===== src/rtl/stack_controller.sv =====
// stack_controller
//   Multicycle Moore controller for the 8-bit stack-machine datapath. Walks
//   FETCH -> DECODE -> per-opcode states and issues the control strobes for
//   PC, IR, MDR, memory, stack, A/B registers and ALU.
//
// Ports
//   clk, rst      : rising-edge clock, asynchronous active-high reset
//   opcode        : IR[7:5] from the datapath (valid from DECODE onwards)
//   tos           : current top-of-stack value (JZ condition)
//   addrSrc       : memory address select, 0 = PC, 1 = IR[4:0]
//   mem_read      : memory read strobe
//   mem_write     : memory write strobe (data is stack top)
//   ir_write      : load IR
//   mdr_en        : load MDR
//   pc_write      : load PC
//   pc_src        : PC mux select, 0 = PC+incr, 1 = IR[4:0]
//   load_a/load_b : load A/B from stack top
//   push/pop      : stack push / pop
//   stack_src     : stack input select, 0 = ALU, 1 = MDR
//   alu_control   : 00 ADD, 01 SUB, 10 AND, 11 NOT(A)
//   instr_done    : one-cycle pulse in the last state of each instruction
//
// Handshake: none. Every strobe is a level that is valid for exactly the
// cycle in which the controller sits in the corresponding state.
module stack_controller #(
    parameter int OPCODE_W = 3,
    parameter int DATA_W   = 8
) (
    input  logic                clk,
    input  logic                rst,
    input  logic [OPCODE_W-1:0] opcode,
    input  logic [DATA_W-1:0]   tos,
    output logic                addrSrc,
    output logic                mem_read,
    output logic                mem_write,
    output logic                ir_write,
    output logic                mdr_en,
    output logic                pc_write,
    output logic                pc_src,
    output logic                load_a,
    output logic                load_b,
    output logic                push,
    output logic                pop,
    output logic                stack_src,
    output logic [1:0]          alu_control,
    output logic                instr_done
);

    typedef enum logic [3:0] {
        S_IDLE     = 4'd0,
        S_FETCH    = 4'd1,
        S_DECODE   = 4'd2,
        S_POP_B    = 4'd3,
        S_POP_A    = 4'd4,
        S_EXEC     = 4'd5,
        S_MEM_RD   = 4'd6,
        S_PUSH_MDR = 4'd7,
        S_MEM_WR   = 4'd8,
        S_JUMP     = 4'd9,
        S_JZ       = 4'd10
    } state_t;

    state_t     state_q, state_d;
    logic       addr_src_q, addr_src_d;
    logic       mem_read_q, mem_read_d;
    logic       mem_write_q, mem_write_d;
    logic       ir_write_q, ir_write_d;
    logic       mdr_en_q, mdr_en_d;
    logic       pc_write_q, pc_write_d;
    logic       pc_src_q, pc_src_d;
    logic       load_a_q, load_a_d;
    logic       load_b_q, load_b_d;
    logic       push_q, push_d;
    logic       pop_q, pop_d;
    logic       stack_src_q, stack_src_d;
    logic [1:0] alu_control_q, alu_control_d;
    logic       instr_done_q, instr_done_d;

    // Next-state logic.
    always_comb begin
        state_d = S_IDLE;
        case (state_q)
            S_IDLE:   state_d = S_FETCH;
            S_FETCH:  state_d = S_DECODE;
            S_DECODE: begin
                case (opcode[2:0])
                    3'b000, 3'b001, 3'b010: state_d = S_POP_B;
                    3'b011:                 state_d = S_POP_A;
                    3'b100:                 state_d = S_MEM_RD;
                    3'b101:                 state_d = S_MEM_WR;
                    3'b110:                 state_d = S_JUMP;
                    default:                state_d = S_JZ;
                endcase
            end
            S_POP_B:    state_d = S_POP_A;
            S_POP_A:    state_d = S_EXEC;
            S_MEM_RD:   state_d = S_PUSH_MDR;
            S_EXEC,
            S_PUSH_MDR,
            S_MEM_WR,
            S_JUMP,
            S_JZ:       state_d = S_FETCH;
            default:    state_d = S_IDLE;   // unused encodings recover
        endcase
    end

    // Output registers hold the decode of the state being entered, so every
    // strobe is a clean flop output that is valid for the whole state.
    // The JZ condition is taken from tos at the end of DECODE; nothing touches
    // the stack in FETCH/DECODE/JZ, so that equals tos during JZ.
    always_comb begin
        addr_src_d    = 1'b0;
        mem_read_d    = 1'b0;
        mem_write_d   = 1'b0;
        ir_write_d    = 1'b0;
        mdr_en_d      = 1'b0;
        pc_write_d    = 1'b0;
        pc_src_d      = 1'b0;
        load_a_d      = 1'b0;
        load_b_d      = 1'b0;
        push_d        = 1'b0;
        pop_d         = 1'b0;
        stack_src_d   = 1'b0;
        alu_control_d = 2'b00;
        instr_done_d  = 1'b0;
        case (state_d)
            S_FETCH: begin
                mem_read_d = 1'b1;
                ir_write_d = 1'b1;
                pc_write_d = 1'b1;
            end
            S_POP_B: begin
                load_b_d = 1'b1;
                pop_d    = 1'b1;
            end
            S_POP_A: begin
                load_a_d = 1'b1;
                pop_d    = 1'b1;
            end
            S_EXEC: begin
                push_d        = 1'b1;
                alu_control_d = opcode[1:0];
                instr_done_d  = 1'b1;
            end
            S_MEM_RD: begin
                addr_src_d = 1'b1;
                mem_read_d = 1'b1;
                mdr_en_d   = 1'b1;
            end
            S_PUSH_MDR: begin
                push_d       = 1'b1;
                stack_src_d  = 1'b1;
                instr_done_d = 1'b1;
            end
            S_MEM_WR: begin
                addr_src_d   = 1'b1;
                mem_write_d  = 1'b1;
                pop_d        = 1'b1;
                instr_done_d = 1'b1;
            end
            S_JUMP: begin
                pc_write_d   = 1'b1;
                pc_src_d     = 1'b1;
                instr_done_d = 1'b1;
            end
            S_JZ: begin
                pc_write_d   = (tos == '0);
                pc_src_d     = 1'b1;
                instr_done_d = 1'b1;
            end
            default: ;
        endcase
    end

    always_ff @(posedge clk or posedge rst) begin
        if (rst) begin
            state_q       <= S_IDLE;
            addr_src_q    <= 1'b0;
            mem_read_q    <= 1'b0;
            mem_write_q   <= 1'b0;
            ir_write_q    <= 1'b0;
            mdr_en_q      <= 1'b0;
            pc_write_q    <= 1'b0;
            pc_src_q      <= 1'b0;
            load_a_q      <= 1'b0;
            load_b_q      <= 1'b0;
            push_q        <= 1'b0;
            pop_q         <= 1'b0;
            stack_src_q   <= 1'b0;
            alu_control_q <= 2'b00;
            instr_done_q  <= 1'b0;
        end else begin
            state_q       <= state_d;
            addr_src_q    <= addr_src_d;
            mem_read_q    <= mem_read_d;
            mem_write_q   <= mem_write_d;
            ir_write_q    <= ir_write_d;
            mdr_en_q      <= mdr_en_d;
            pc_write_q    <= pc_write_d;
            pc_src_q      <= pc_src_d;
            load_a_q      <= load_a_d;
            load_b_q      <= load_b_d;
            push_q        <= push_d;
            pop_q         <= pop_d;
            stack_src_q   <= stack_src_d;
            alu_control_q <= alu_control_d;
            instr_done_q  <= instr_done_d;
        end
    end

    assign addrSrc     = addr_src_q;
    assign mem_read    = mem_read_q;
    assign mem_write   = mem_write_q;
    assign ir_write    = ir_write_q;
    assign mdr_en      = mdr_en_q;
    assign pc_write    = pc_write_q;
    assign pc_src      = pc_src_q;
    assign load_a      = load_a_q;
    assign load_b      = load_b_q;
    assign push        = push_q;
    assign pop         = pop_q;
    assign stack_src   = stack_src_q;
    assign alu_control = alu_control_q;
    assign instr_done  = instr_done_q;

endmodule


===== config.mk =====
export PLATFORM = sky130hd
export DESIGN_NAME = stack_controller
export DESIGN_NICKNAME = d
export VERILOG_FILES = /design/src/rtl/stack_controller.sv
export SDC_FILE = /design/constraint.sdc
export NUM_CORES = 1
export LEC_CHECK = 0
export CAP_MARGIN = 10
export CELL_PAD_IN_SITES_DETAIL_PLACEMENT = 1
export CELL_PAD_IN_SITES_GLOBAL_PLACEMENT = 1
export CORE_UTILIZATION = 25
export DETAILED_ROUTE_END_ITERATION = 7
export PLACE_DENSITY_LB_ADDON = 0.1
export SYNTH_ARGS = -nofsm -noshare
export SYNTH_HDL_FRONTEND = slang
export SYNTH_SLANG_ARGS = --single-unit
export TNS_END_PERCENT = 20

===== constraint.sdc =====
create_clock -name clk -period 1.7 [get_ports clk]
set_clock_uncertainty 0.1 [all_clocks]
set_input_delay 0.51 -clock clk [delete_from_list [all_inputs] [get_ports clk]]
set_output_delay 0.51 -clock clk [all_outputs]
set_load 0.02 [all_outputs]

==> results.yml <==
sta:
  slew_headroom_pct: 69.96
  timing.final.crit_share_pct: 95.95
  fmax_mhz: 613.1
  setup_tns_ns: 0
  final_max_slew_viol_count: 0
  tightest_slew_ns: 0.4490
  rsz0062_at_grt: "false"
  finalHoldViolations: 0
  fin_crit_ns: 1.631
  setup_violations: 0
logic_synthesis:
  synthCells: 90
  yosys_warnings: 0
  synth_compound_area_share_pct: 13.77
  synth_area_um2: 972.2
  synth_top_family_by_area: "simple AND/OR/NAND/NOR gates"
  syn-mean-instance-area_um2: 10.80
  synth_adder_area_share_pct: 1.030
  yosysSeqAreaShare_pct: 48.91
  synth_cell_types: 34
  synth_seq_cells: 19
  syn_nets: 103
  synth_mux_area_share_pct: 1.544
  synthXorXnorAreaFrac_pct: 1.802
  yosys.area_share.simple_pct: 25.87
detailed_routing:
  avgViaCountPerCell: 4.450
  drcViolationCount: 0
  drtIter0Drc: 22
  wirelength_mm: 2.654
  dr.pass1.iters: 3
  vias: 850
  ant_nets: 0
  routedWlPerCell_um: 13.90
finish:
  diodes: 0
  fin_cells: 191
  area_delta_synth_final_pct: 60.23
  layout.nets: 157
  final_area_um2: 1558
  final_util_pct: 42.23
  nFillCells: 415
  layout-drive-gt1-share_pct: 37.06
setup_path:
  path_class: "in -> reg"
  cp_max_fo: 4
  worstPathArrival_ns: 1.69
  cp.required_ns: 1.76
  start_kind: "input pin"
  worst_setup_path_end_kind: "flip-flop"
power:
  powerDensity_nw_per_um2: 1464
  irDropWorstVdd_uv: 599.1
  p_leak_nw: 0.7908
  power_mw: 2.281
clock_network:
  clock_latency_ns: 0.25
  clkSinkCount: 19
  path_clk_slew_ns: 0.07
  htreeDepth: 1
  cts_buffers: 3
  cts_tree: "done"
  root_buffer: "clkbuf_8"
  clock_path_buffers: 2
  hold_buffers: 0
floorplanning:
  die_width_um: 64.36
  die_area_um2: 4142
  coreArea_um2: 3689
  io_pins: 28
  initial_core_util_pct: 26.36
  num_rows: 22
  dieHeight_um: 64.36
hold_path:
  min_path_type: "in -> async"
placement:
  dpl.cell_count: 178
  portBuffers: 27
  placed_cell_area_um2: 1404
  dp_hpwl_mm: 1.863
  routabilityCongestion: 0.7428
grt:
  first_global_vias: 916
  antenna_found_initial: 0
  grt.total_usage_pct: 13.75
  grt_max_degree: 20
  overflow: 0
  grt_pass1_wl_mm: 4.264
job:
  maxCapViolations: 0
run_status:
  status: "finished clean"
## layer usage
metal  track usage [%]  wire length (µm)
met1             14.96              1084
met2             25.53              1475
met3             2.857                79
met4             5.556                14
met5                 0                 0
## flip-flops by register name, summed over array words and instances, names as in the netlist
register	flops
pc_src	1
addrSrc	1
stack_src	1
ir_write	1
mdr_en	1
mem_read	1
pc_write	1
load_a	1
instr_done	1
alu_control	2
mem_write	1
push	1
load_b	1
pop	1
state_q	4
## power breakdown
group | switching (mW) | leakage [nW] | internal, mW | total [mW]
clock network | 0.148 | 0.0228 | 0.166 | 0.314
registers | 0.0832 | 0.251 | 0.591 | 0.675
logic | 0.680 | 0.517 | 0.612 | 1.29
## timing repair
action	CTS	global route
cloned	0	0
setup endpoints to repair	27	7
buffers inserted	6	3
resized for setup	28	10
pin swaps	7	6
## area by class of cell
| cell class | count | area [µm²] | share of cell area (%) |
|---|---|---|---|
| well taps | 48 | 60.06 | 3.855 |
| multi-input cells | 58 | 488.0 | 31.33 |
| clock buffers | 4 | 45.04 | 2.892 |
| inverters | 7 | 31.28 | 2.008 |
| repair buffers | 55 | 457.9 | 29.40 |
| flip-flops and latches | 19 | 475.5 | 30.52 |
## worst max-delay path: stages
cell and delay [ns]:
clkbuf_2 0.09, buf_6 0.12, buf_6 0.11, mux2_4 0.26, and3_4 0.19, nand3b_4 0.16, o32ai_2 0.25
## through the flow
step	setup WS, ns	hold WS, ns
2_1_floorplan	0.03389	0.3611
3_3_place_gp	-0.5066	0.5776
3_5_place_dp	-0.5531	0.5812
4_1_cts	0.006095	0.4824
5_1_grt	0.008356	0.5066
6_report	0.06892	0.4762
## cell usage in the layout (no fill, tap or decap), types with 2 or more instances in the layout
cell type	synthesis	routed
a21oi_1	4	4
buf_4	2	25
buf_6	1	3
clkbuf_2	0	3
clkbuf_8	0	3
clkdlybuf4s50_1	0	9
dfrtp_1	19	19
dlygate4sd2_1	0	15
inv_1	6	6
nand2_1	5	4
nand2b_1	4	4
nand3b_4	2	2
nor2_1	12	12
nor3_1	3	2
nor3b_1	2	2
nor4_1	3	2
o32ai_2	2	2
## synthesized netlist by cell type
library cell,n,share of area [%]
mux2_4,1,1.5
buf_6,1,1.2
o21ai_0,1,0.51
o21ai_1,1,0.51
and3_4,1,1.2
xor2_1,2,1.8
a2bb2oi_2,1,1.5
a31oi_1,1,0.64
dfrtp_1,19,49
o22ai_1,1,0.64
clkinv_2,1,0.51
nand2b_4,1,1.4
a2111oi_0,1,0.90
inv_1,6,2.3
nand3b_4,2,4.1
nor3_1,3,1.5
nor2b_1,1,0.64
nor3b_1,2,1.5
o32ai_2,2,3.3
buf_4,2,1.5
nand4_2,1,1.3
a21oi_1,4,2.1
or2_1,2,1.3
a221oi_2,1,1.5
maj3_1,1,1.0
nand2b_1,4,2.6
o21a_1,1,0.77
and2_1,1,0.64
buf_2,3,1.5
nand2_1,5,1.9
a211oi_2,1,1.3
or3_4,1,1.2
nor4_1,3,1.9
nor2_1,12,4.6
## logic make-up (layout without fill, tap and decap cells)
logic type	after synthesis	after routing
AO/OA/AOI/OAI	15	15
XOR/XNOR	2	2
adder cells (fa/ha/maj)	1	1
buffers and inverters	13	66
flip-flops	19	19
multiplexers	1	1
AND/OR/NAND/NOR	39	39
## worst paths after layout
| kind | to | depth (start not counted) | slack [ns] | start |
|---|---|---|---|---|
| max | pop | 7 | 0.07 | opcode[2] |
| min | mem_write | 3 | 0.48 | rst |
| max reg2reg | pc_write | 6 | 0.08 | state_q[0] |
| min reg2reg | load_a | 2 | 0.60 | state_q[3] |
| max in group asynchronous | pop | 3 | 0.82 | rst |
| min in group clk | alu_control[1] | 3 | 0.55 | opcode[1] |
No activity file was read; power rests on OpenSTA's default activity.
